==> config.mk <==
export PLATFORM = sky130hd
export DESIGN_NAME = pc_fetch
export DESIGN_NICKNAME = d
export VERILOG_FILES = /design/src/rtl/picoMIPS_pkg.sv /design/src/rtl/pc_next.sv /design/src/rtl/pc_fetch.sv
export SDC_FILE = /design/constraint.sdc
export NUM_CORES = 1
export LEC_CHECK = 0
export CAP_MARGIN = 20
export CELL_PAD_IN_SITES_DETAIL_PLACEMENT = 0
export CELL_PAD_IN_SITES_GLOBAL_PLACEMENT = 1
export CORE_ASPECT_RATIO = 0.9
export CORE_UTILIZATION = 24
export DETAILED_ROUTE_END_ITERATION = 12
export PLACE_DENSITY_LB_ADDON = 0.1
export SYNTH_ARGS = -nofsm -noshare
export SYNTH_HDL_FRONTEND = slang
export SYNTH_SLANG_ARGS = --single-unit
==> constraint.sdc <==
create_clock -name clk -period 3.3 [get_ports clk]
set_clock_uncertainty 0.15 [all_clocks]
set_input_delay 0.495 -clock clk [delete_from_list [all_inputs] [get_ports clk]]
set_output_delay 0.495 -clock clk [all_outputs]
set_load 0.1 [all_outputs]
==> src/rtl/picoMIPS_pkg.sv <==
// Shared types for the picoMIPS fetch path: PC width, PC type, fetch FSM states
// and the next-PC source select.
package picoMIPS_pkg;
  localparam int Psize = 6;

  typedef logic [Psize-1:0] pc_t;

  typedef enum logic [1:0] {RUN, WAIT, HALT} fetch_state_t;

  typedef enum logic [1:0] {SEL_HOLD, SEL_INC, SEL_BR, SEL_JMP} pc_sel_t;
endpackage

==> src/rtl/pc_next.sv <==
// Combinational next-PC select: hold, increment, PC-relative branch or absolute jump.
// All arithmetic wraps silently at Psize bits.
module pc_next
  import picoMIPS_pkg::*;
(
  input  pc_t     pc_i,
  input  pc_t     offset_i,
  input  pc_t     target_i,
  input  pc_sel_t sel_i,
  output pc_t     pc_o
);

  // A plain Psize-bit add gives the sign-extended displacement result modulo 2^Psize.
  always_comb begin
    pc_o = pc_i;
    case (sel_i)
      SEL_INC:  pc_o = pc_i + pc_t'(1);
      SEL_BR:   pc_o = pc_i + offset_i;
      SEL_JMP:  pc_o = target_i;
      default:  pc_o = pc_i;
    endcase
  end

endmodule

==> src/rtl/pc_fetch.sv <==
// picoMIPS program counter and fetch sequencer (RUN / WAIT / HALT), one-cycle control latency.
// Drives the program memory address directly from the PC register; en low freezes everything.
module pc_fetch
  import picoMIPS_pkg::*;
(
  input  logic             clk,
  input  logic             reset,
  input  logic             en,
  input  logic             branch,
  input  logic             jump,
  input  logic [Psize-1:0] offset,
  input  logic [Psize-1:0] target,
  input  logic             wait_req,
  input  logic             wait_ack,
  input  logic             halt_req,
  output logic [Psize-1:0] address,
  output logic             waiting,
  output logic             halted
);

  fetch_state_t state_q, state_d;
  pc_t          pc_q, pc_d;
  pc_sel_t      sel;
  logic         waiting_q, halted_q;

  always_comb begin
    sel     = SEL_HOLD;
    state_d = state_q;
    if (en) begin
      case (state_q)
        RUN: begin
          if (halt_req)                  state_d = HALT;
          else if (jump)                 sel     = SEL_JMP;
          else if (branch)               sel     = SEL_BR;
          else if (wait_req && !wait_ack) state_d = WAIT;
          else                           sel     = SEL_INC;
        end
        WAIT: begin
          // branch/jump are deliberately not looked at while waiting for operand
          if (halt_req) begin
            state_d = HALT;
          end else if (wait_ack) begin
            sel     = SEL_INC;
            state_d = RUN;
          end
        end
        default: begin
          sel     = SEL_HOLD;
          state_d = state_q;
        end
      endcase
    end
  end

  pc_next u_pc_next (
    .pc_i     (pc_q),
    .offset_i (offset),
    .target_i (target),
    .sel_i    (sel),
    .pc_o     (pc_d)
  );

  always_ff @(posedge clk or posedge reset) begin
    if (reset) begin
      state_q   <= RUN;
      pc_q      <= '0;
      waiting_q <= 1'b0;
      halted_q  <= 1'b0;
    end else begin
      state_q   <= state_d;
      pc_q      <= pc_d;
      waiting_q <= (state_d == WAIT);
      halted_q  <= (state_d == HALT);
    end
  end

  assign address = pc_q;
  assign waiting = waiting_q;
  assign halted  = halted_q;

endmodule

== After elaboration in Yosys (flattened, before gate mapping) ==
Index checks and enable logic that the tools add are counted.

* Bits in registers: 10
* Output and inout bits: 8
* Logic and storage cells: 33

* Multiplexer cells: 17
* Equal/unequal tests: 6
* Add/subtract/negate cells: 2
* Reductions and logical operators: 4

{| class="wikitable"
|+ Operators with widths
! cell !! count
|-
| 2-to-1 mux 2 bit || 11
|-
| one-hot mux 6 bit (3 select lines) || 1
|-
| one-hot mux 2 bit (2 select lines) || 2
|-
| adder 6 x 1 -> 6 bit, second input constant || 1
|-
| adder 6 bit || 1
|-
| == test 2 x 1 -> 1 bit, second input constant || 3
|-
| == test 2 bit, second input constant || 3
|-
| 2-to-1 mux 1 bit || 3
|-
| nonzero test 3 bit || 1
|-
| logical NOT 2 bit || 1
|-
| logical AND 1 bit || 1
|-
| logical NOT 1 bit || 1
|}

== Depth between registers and ports, before layout ==
Gate-level depths: netlist of run 1.

* Word-level depth: 10
* Depth in mapped cells: 11

== Modules after synthesis ==
From an unflattened synthesis of run 1, not the netlist that was laid out.

* Cell total of the unflattened synthesis: 79
* Area, all modules: 743.2 µm²

{| class="wikitable"
|+ Modules (own cells, without submodules)
! module !! instances !! cells an instance !! seq. area each (µm²) !! area each (µm²)
|-
| pc_next || 1 || 50 || 0.0 || 374.1
|-
| pc_fetch || 1 || 29 || 250.2 || 369.1
|}

== Worst setup path after synthesis of run 1 ==
No wires, ideal clock.

* Path kind: input to register
* Start point: input jump
* End point: register pc_q[5] (netlist: address[5])
* Arrival time: 2997 ps
* Setup time: 126 ps
* Stages on the path: 10
* Data required time: 3024 ps
* Setup slack: 27 ps
* Cells stage by stage: or3b_1 nor3_1 nand2_1 inv_1 ha_1 a211o_1 a211oi_2 nor3b_1 o31a_1 o311a_1

* Longest elaborated chain between the ends: 6
* Elaborated cells on any way between the ends: 9

{| class="wikitable"
|+ Ends and longest elaborated chain
! item !! line !! RTL
|-
| start: declaration || pc_fetch.sv:10 || <nowiki>input logic jump,</nowiki>
|-
| 2-to-1 mux 2 bit (*) || pc_fetch.sv:33 || <nowiki>else if (jump) sel = SEL_JMP;</nowiki>
|-
| 2-to-1 mux 2 bit (*) || pc_fetch.sv:32 || <nowiki>if (halt_req) state_d = HALT;</nowiki>
|-
| one-hot mux 2 bit (2 select lines) (*) || pc_fetch.sv:30 || <nowiki>case (state_q)</nowiki>
|-
| 2-to-1 mux 2 bit (*) || pc_fetch.sv:29 || <nowiki>if (en) begin</nowiki>
|-
| == test 2 bit / == test 2 x 1 -> 1 bit (equally long branches) || pc_next.sv:16 || <nowiki>case (sel_i)</nowiki>
|-
| one-hot mux 6 bit (3 select lines) / nonzero test 3 bit (equally long branches) || n/a ||
|-
| end signal: assignment || pc_fetch.sv:71 || <nowiki>pc_q <= pc_d;</nowiki>
|-
| end: declaration || pc_fetch.sv:22 || <nowiki>pc_t pc_q, pc_d;</nowiki>
|}

Mark *: on every way between the ends. The rest lies on a longest branch, timed or not.
A chain may end at the register's enable or synchronous reset.

== Final worst setup path of run 1 ==
* Start point: register state_q[0]
* End point: register pc_q[5] (netlist: address[5])

* Longest elaborated chain between the ends: 5
* Elaborated cells on any way between the ends: 9

{| class="wikitable"
|+ Ends and longest elaborated chain
! item !! line !! RTL
|-
| start: declaration || pc_fetch.sv:21 || <nowiki>fetch_state_t state_q, state_d;</nowiki>
|-
| start signal: assignment || pc_fetch.sv:70 || <nowiki>state_q <= state_d;</nowiki>
|-
| == test 2 x 1 -> 1 bit / logical NOT 2 bit (equally long branches) || pc_fetch.sv:30 ||
|-
| one-hot mux 2 bit (2 select lines) (*) || pc_fetch.sv:30 ||
|-
| 2-to-1 mux 2 bit (*) || pc_fetch.sv:29 ||
|-
| == test 2 bit / == test 2 x 1 -> 1 bit (equally long branches) || pc_next.sv:16 ||
|-
| one-hot mux 6 bit (3 select lines) / nonzero test 3 bit (equally long branches) || n/a ||
|}

Marks and branches as above.

==> results.ini, run 1 <==
[clocking]
hold_buffers=0
cts_tree=done
cts.sink_count=10
htree_levels=1
cts_made_buffers=3
clk_pin_slew_ns=0.08
root_buffer=clkbuf_4
clkLatencyLatePin_ns=0.27
clock_path_buffers=2

[layout]
area_growth_pct=64.41
nets=159
ff_latch_area_um2=250.2
multi_input_area_um2=518.0
fillers=323
layout_commonest_cell=buf_4
fin_cells=174
drive_gt1_share_pct=31.06
most-common-layout-cells=24 x buf_4, 17 x clkdlybuf4s50_1, 10 x nor2_1, 10 x dfrtp_1, 9 x inv_1
diodes=0

[worst_setup_path]
crit_cells=12
worst_path_max_delay_cell=or3b_4
cp.required_ns=3.31
cp_cell_sequence=or3b_4 -> nor3_4 -> buf_6 -> buf_4 -> and2_4 -> ha_4 -> o21a_1 -> a211oi_2 -> buf_4 -> o21ba_2 -> o31a_1 -> o311a_1
crit_path_end=address[5]
rr_worst_depth=12
max_stage_delay_ns=0.43
critPathMostFrequentCell=buf_4
critical_path_class=register to register
cp_max_fo=5
cp-start-kind=register
crit_buf_inv=3
arrival_ns=3.00
r2r-start=state_q[0]
rrSetupSlack_ns=0.31
crit_family=compound AO/OA/AOI/OAI gates
crit_start=state_q[0]
timing.rr.end=address[5]
worstSetupEndpointType=register

[place]
gp_congestion=0.7936
dp.cells=167
place_ws_ns=-0.2548
portBuffers=27
hpwl_um=1670

[status]
status=finished clean

[global_route]
grt_max_degree=11
grt_pass1_vias=792
antenna_found_initial=0
grt_pass1_wl_um=3525
grt_usage_pct=13.99
grt_overflow=0

[min_path]
hold_class=register to register
whs_path_depth=2

[detailed_routing]
drt_iter0_drc=11
finalWirelength_um=2100
viasPerCell=4.621
drtPass1Iterations=4
vias=804
postRouteAntennaNets=0
drc=0
routedWlPerCell_um=12.07

[sta]
rsz0062_at_grt=no
fin_crit_sh_pct=90.47
max_freq_mhz=335.0
worst_slack_ns=0.3146
tns_ns=0
slew_headroom_pct=71.29
finalMaxSlewViolations=0
worst_pin_slew_ns=0.4301
period_needed_ns=2.985
finalHoldViolations=0
setup_violations=0

[power_and_ir_drop]
power.density_mw_per_mm2=477.1
power_frac_seq_pct=26.4
p_sw_uw=282.9
power.internal_uw=326.5
cellLeakagePower_nw=0.6074
switching_share_pct=46.42
ir_drop_mv=0.3224
clkPwrFrac_pct=19.5
p_comb_share_pct=54.1

[flow_run]
maxCapViolCount=0

[logic_synthesis]
ys_seq_area_share_pct=32.21
syn_avg_cell_area_um2=9.141
syn-num-nets=111
synth_top_area_share_pct=32.21
synth_area_um2=777.0
synth_top_area_cell=dfrtp_1
synth_warnings=0
ys.flop_type=dfrtp_1
syn-instance-count=85
synth_edf_count=0
synth_top_cells_by_area=dfrtp_1 32%, ha_1 8.1%, nor2_1 4.8%
ys_types=35
async_flop_share_pct=100.0
ys_seq_elements=10

[floorplan]
die_y_um=55.98
io_pins=28
core_area_mm2=0.003067
rows=19
start_util_pct=25.34
dieArea_mm2=0.003469
die_w_um=61.98

[per-stage QoR]
step	util, %	cell area (um2)	power (mW)	hold WS [ns]
after floorplan	-	777.0	0.3870	0.1852
after CTS	39.45	1210	0.6097	0.3400
after global routing	41.66	1277	0.6442	0.3851
final	41.66	1277	0.6094	0.3382
after global placement	38.27	1174	0.4885	0.3143
after detailed placement	38.27	1174	0.4868	0.3218
[area by class of cell]
type / instances / area share [%]
Timing Repair Buffer: 44 / 30.26
Sequential cell: 10 / 19.59
Tap cell: 42 / 4.114
Multi-Input combinational cell: 65 / 40.55
Clock buffer: 4 / 2.840
Inverter: 9 / 2.644
[cells by family (layout without fill, tap and decap cells)]
logic type	count (synthesis)	count (layout)	share of synthesized area (%)
buf+inv	10	57	5.797
compound gates	24	24	25.28
simple gates	35	35	26.09
fa+ha+maj	6	6	10.63
flops	10	10	32.21
[layer usage]
metal	vias to the layer above	part of all wire, %	global-route usage [%]
met2	18	47	21.58
met4	0	0	1.905
met3	0	4.8	5.116
li1	412	-	-
met1	374	49	18.98
met5	-	0	0
[sequential cells by signal (all words and copies together) (netlist names)]
| register | count |
|---|---|
| address | 6 |
| halted | 1 |
| state_q | 2 |
| waiting | 1 |
[synthesized netlist by cell type, types with 2 or more instances]
cell type	n
o21a_1	2
dfrtp_1	10
nor3_1	3
a21oi_1	3
a21o_1	2
ha_1	5
nand2b_1	2
nand3_1	3
and2_1	4
nor2_1	10
a211oi_1	2
inv_1	9
nor4_1	2
nor2b_1	3
o21ai_0	3
a221o_1	2
a221oi_1	2
[worst register-to-register path: stages, from the launching register on]
cell and delay, ns:
dfrtp_1 0.42, or3b_4 0.43, nor3_4 0.19, buf_6 0.13, buf_4 0.10, and2_4 0.14, ha_4 0.13, o21a_1 0.15
a211oi_2 0.09, buf_4 0.15, o21ba_2 0.21, o31a_1 0.27, o311a_1 0.32
[what timing repair did]
action | in CTS | in global routing
endpoints found under the setup margin | 0 | 1
resized for setup | 0 | 10
buffers inserted | 0 | 3
endpoints found under the hold margin | 0 | 0
[power groups by stage]
stage | sequential (mW) | combinational [mW] | clock [mW]
final | 0.161 | 0.330 | 0.119
after global routing | 0.163 | 0.352 | 0.129
after CTS | 0.160 | 0.328 | 0.122
after detailed placement | 0.162 | 0.325 | 0
after global placement | 0.163 | 0.325 | 0
after floorplan | 0.295 | 0.0924 | 0
[worst min-delay path by stage]
| stage | from | to | slack, ns |
|---|---|---|---|
| after floorplan | reset | address[0] | 0.19 |
| final | state_q[1] | state_q[1] | 0.34 |
| after CTS | state_q[1] | state_q[1] | 0.34 |
| after global placement | state_q[1] | state_q[1] | 0.31 |
| after global routing | reset | waiting | 0.39 |
| after detailed placement | state_q[1] | state_q[1] | 0.32 |
No activity file was read; power rests on OpenSTA's default activity.
==> run 2: changes to the inputs <==
- CORE_UTILIZATION: 24 -> 29
- GPL_ROUTABILITY_DRIVEN: unset -> 1
==> run 2 against run 1 <==
  * Utilization increased by 7.7 points
  * Via count decreased by 3.5%
  * Register-to-register slack got worse by 0.05 ns
  * Global-route usage increased by 1.5 points
  * Clock power decreased by 4%
  * Flip-flop and latch count unchanged
  * Critical path depth decreased by 2
  * Sequential share of layout area increased by 0.80 points
  * Critical endpoint unchanged
==> results.ini, run 2 (synthesis gave the netlist of run 1 again) <==
[status]
status=finished clean

[clocking]
root_buffer=clkbuf_4
clock_path_buffers=2
htree_levels=1
cts.sink_count=10
clkLatencyLatePin_ns=0.27
cts_tree=done
cts_made_buffers=3
hold_buffers=0
clk_pin_slew_ns=0.08

[global_route]
grt_max_degree=11
grt_pass1_wl_um=3429
grt_usage_pct=15.45
grt_pass1_vias=815
grt_overflow=0
antenna_found_initial=0

[floorplan]
io_pins=28
start_util_pct=31.22
dieArea_mm2=0.002891
rows=17
core_area_mm2=0.002489
die_w_um=56.56
die_y_um=51.11

[sta]
fin_crit_sh_pct=91.83
worst_pin_slew_ns=0.4361
finalHoldViolations=0
slew_headroom_pct=70.89
setup_violations=0
fin_hold_ws_ns=0.3539
rsz0062_at_grt=no
period_needed_ns=3.031
finalMaxSlewViolations=0
max_freq_mhz=330.0

[worst_setup_path]
worstSetupEndpointType=register
cp-start-kind=register
cp.required_ns=3.31
critical_path_class=register to register
cp_max_fo=5
arrival_ns=3.04

[layout]
most-common-layout-cells=22 x buf_4, 17 x clkdlybuf4s50_1, 10 x nor2_1, 10 x dfrtp_1, 9 x inv_1
drive_gt1_share_pct=27.69
fin_cells=158
nets=157
area_growth_pct=57.97
layout_commonest_cell=buf_4
diodes=0
largest_register_ffs=6

[detailed_routing]
vias=776
routedWlPerCell_um=12.85
viasPerCell=4.911
drtPass1Iterations=4
postRouteAntennaNets=0
drc=0
drt_iter0_drc=7
finalWirelength_um=2031

[flow_run]
maxCapViolCount=0

[power_and_ir_drop]
ir_drop_mv=0.3422
cellLeakagePower_nw=0.6001
power.density_mw_per_mm2=494.0
fin_total_pwr_uw=606.4

[place]
hpwl_um=1636
gp_congestion=0.7883
dp.cells=152
portBuffers=27

[min_path]
hold_class=register to register

-- run 2: metrics by stage --
step / util, % / worst slack [ns] / area (um2) / TNS, ns
4_1_cts: 47.81 / 0.03672 / 1190 / 0
2_1_floorplan: - / 0.02667 / 777.0 / 0
5_1_grt: 49.32 / 0.1431 / 1227 / 0
3_3_place_gp: 46.15 / -0.2214 / 1149 / -0.3236
3_5_place_dp: 46.15 / -0.3116 / 1149 / -0.4869
6_report: 49.32 / 0.2695 / 1227 / 0
-- run 2: path summary, 6_finish.rpt --
kind / startpoint / end / slack (ns) / depth (start not counted)
max: state_q[0] / address[5] / 0.27 / 10
min: state_q[1] / state_q[1] / 0.35 / 2
max reg2reg: state_q[0] / address[5] / 0.27 / 10
min reg2reg: state_q[1] / state_q[1] / 0.35 / 2
max in group asynchronous: reset / address[3] / 2.33 / 2
min in group asynchronous: reset / halted / 0.37 / 2
-- run 2: area by class of cell --
cell class / instances / area [um2]
clock buffers: 4 / 36.28
fillers: 256 / 1261
inverters: 9 / 33.78
multi-input cells: 65 / 500.5
flip-flops and latches: 10 / 250.2
well taps: 28 / 35.03
repair buffers: 42 / 371.6
-- run 2: what timing repair did --
item                       in CTS  in global routing
buffers inserted                0                  2
resized for setup               1                  6
pin swaps                       0                  5
setup endpoints to repair       1                  1
-- run 2: worst max-delay path: stages, from the launching register on --
cell and delay, ns:
dfrtp_1 0.43, or3b_4 0.43, nor3_4 0.20, buf_6 0.14, nand2b_1 0.05, ha_1 0.19
a211o_1 0.33, a211oi_2 0.30, nor3b_2 0.09, o31a_1 0.28, o311a_1 0.32
-- run 2: report_power, final --
part,switching [mW],internal [mW]
Clock,0.0467,0.0670
Combinational,0.213,0.121
Sequential,0.0173,0.142
-- run 2: routing by layer --
| metal | vias up | global-route usage, % | share of wire [%] |
|---|---|---|---|
| met3 | 0 | 2.532 | 4.3 |
| li1 | 404 | - | - |
| met2 | 16 | 26.86 | 46 |
| met4 | 0 | 3.659 | 0 |
| met5 | - | 0 | 0 |
| met1 | 356 | 20.06 | 49 |
==> run 3: changes to the inputs <==
- SETUP_SLACK_MARGIN: unset -> 0.02
==> results of run 3 <==
Same layout as run 2: the final DEF is identical, and so are final timing and power.
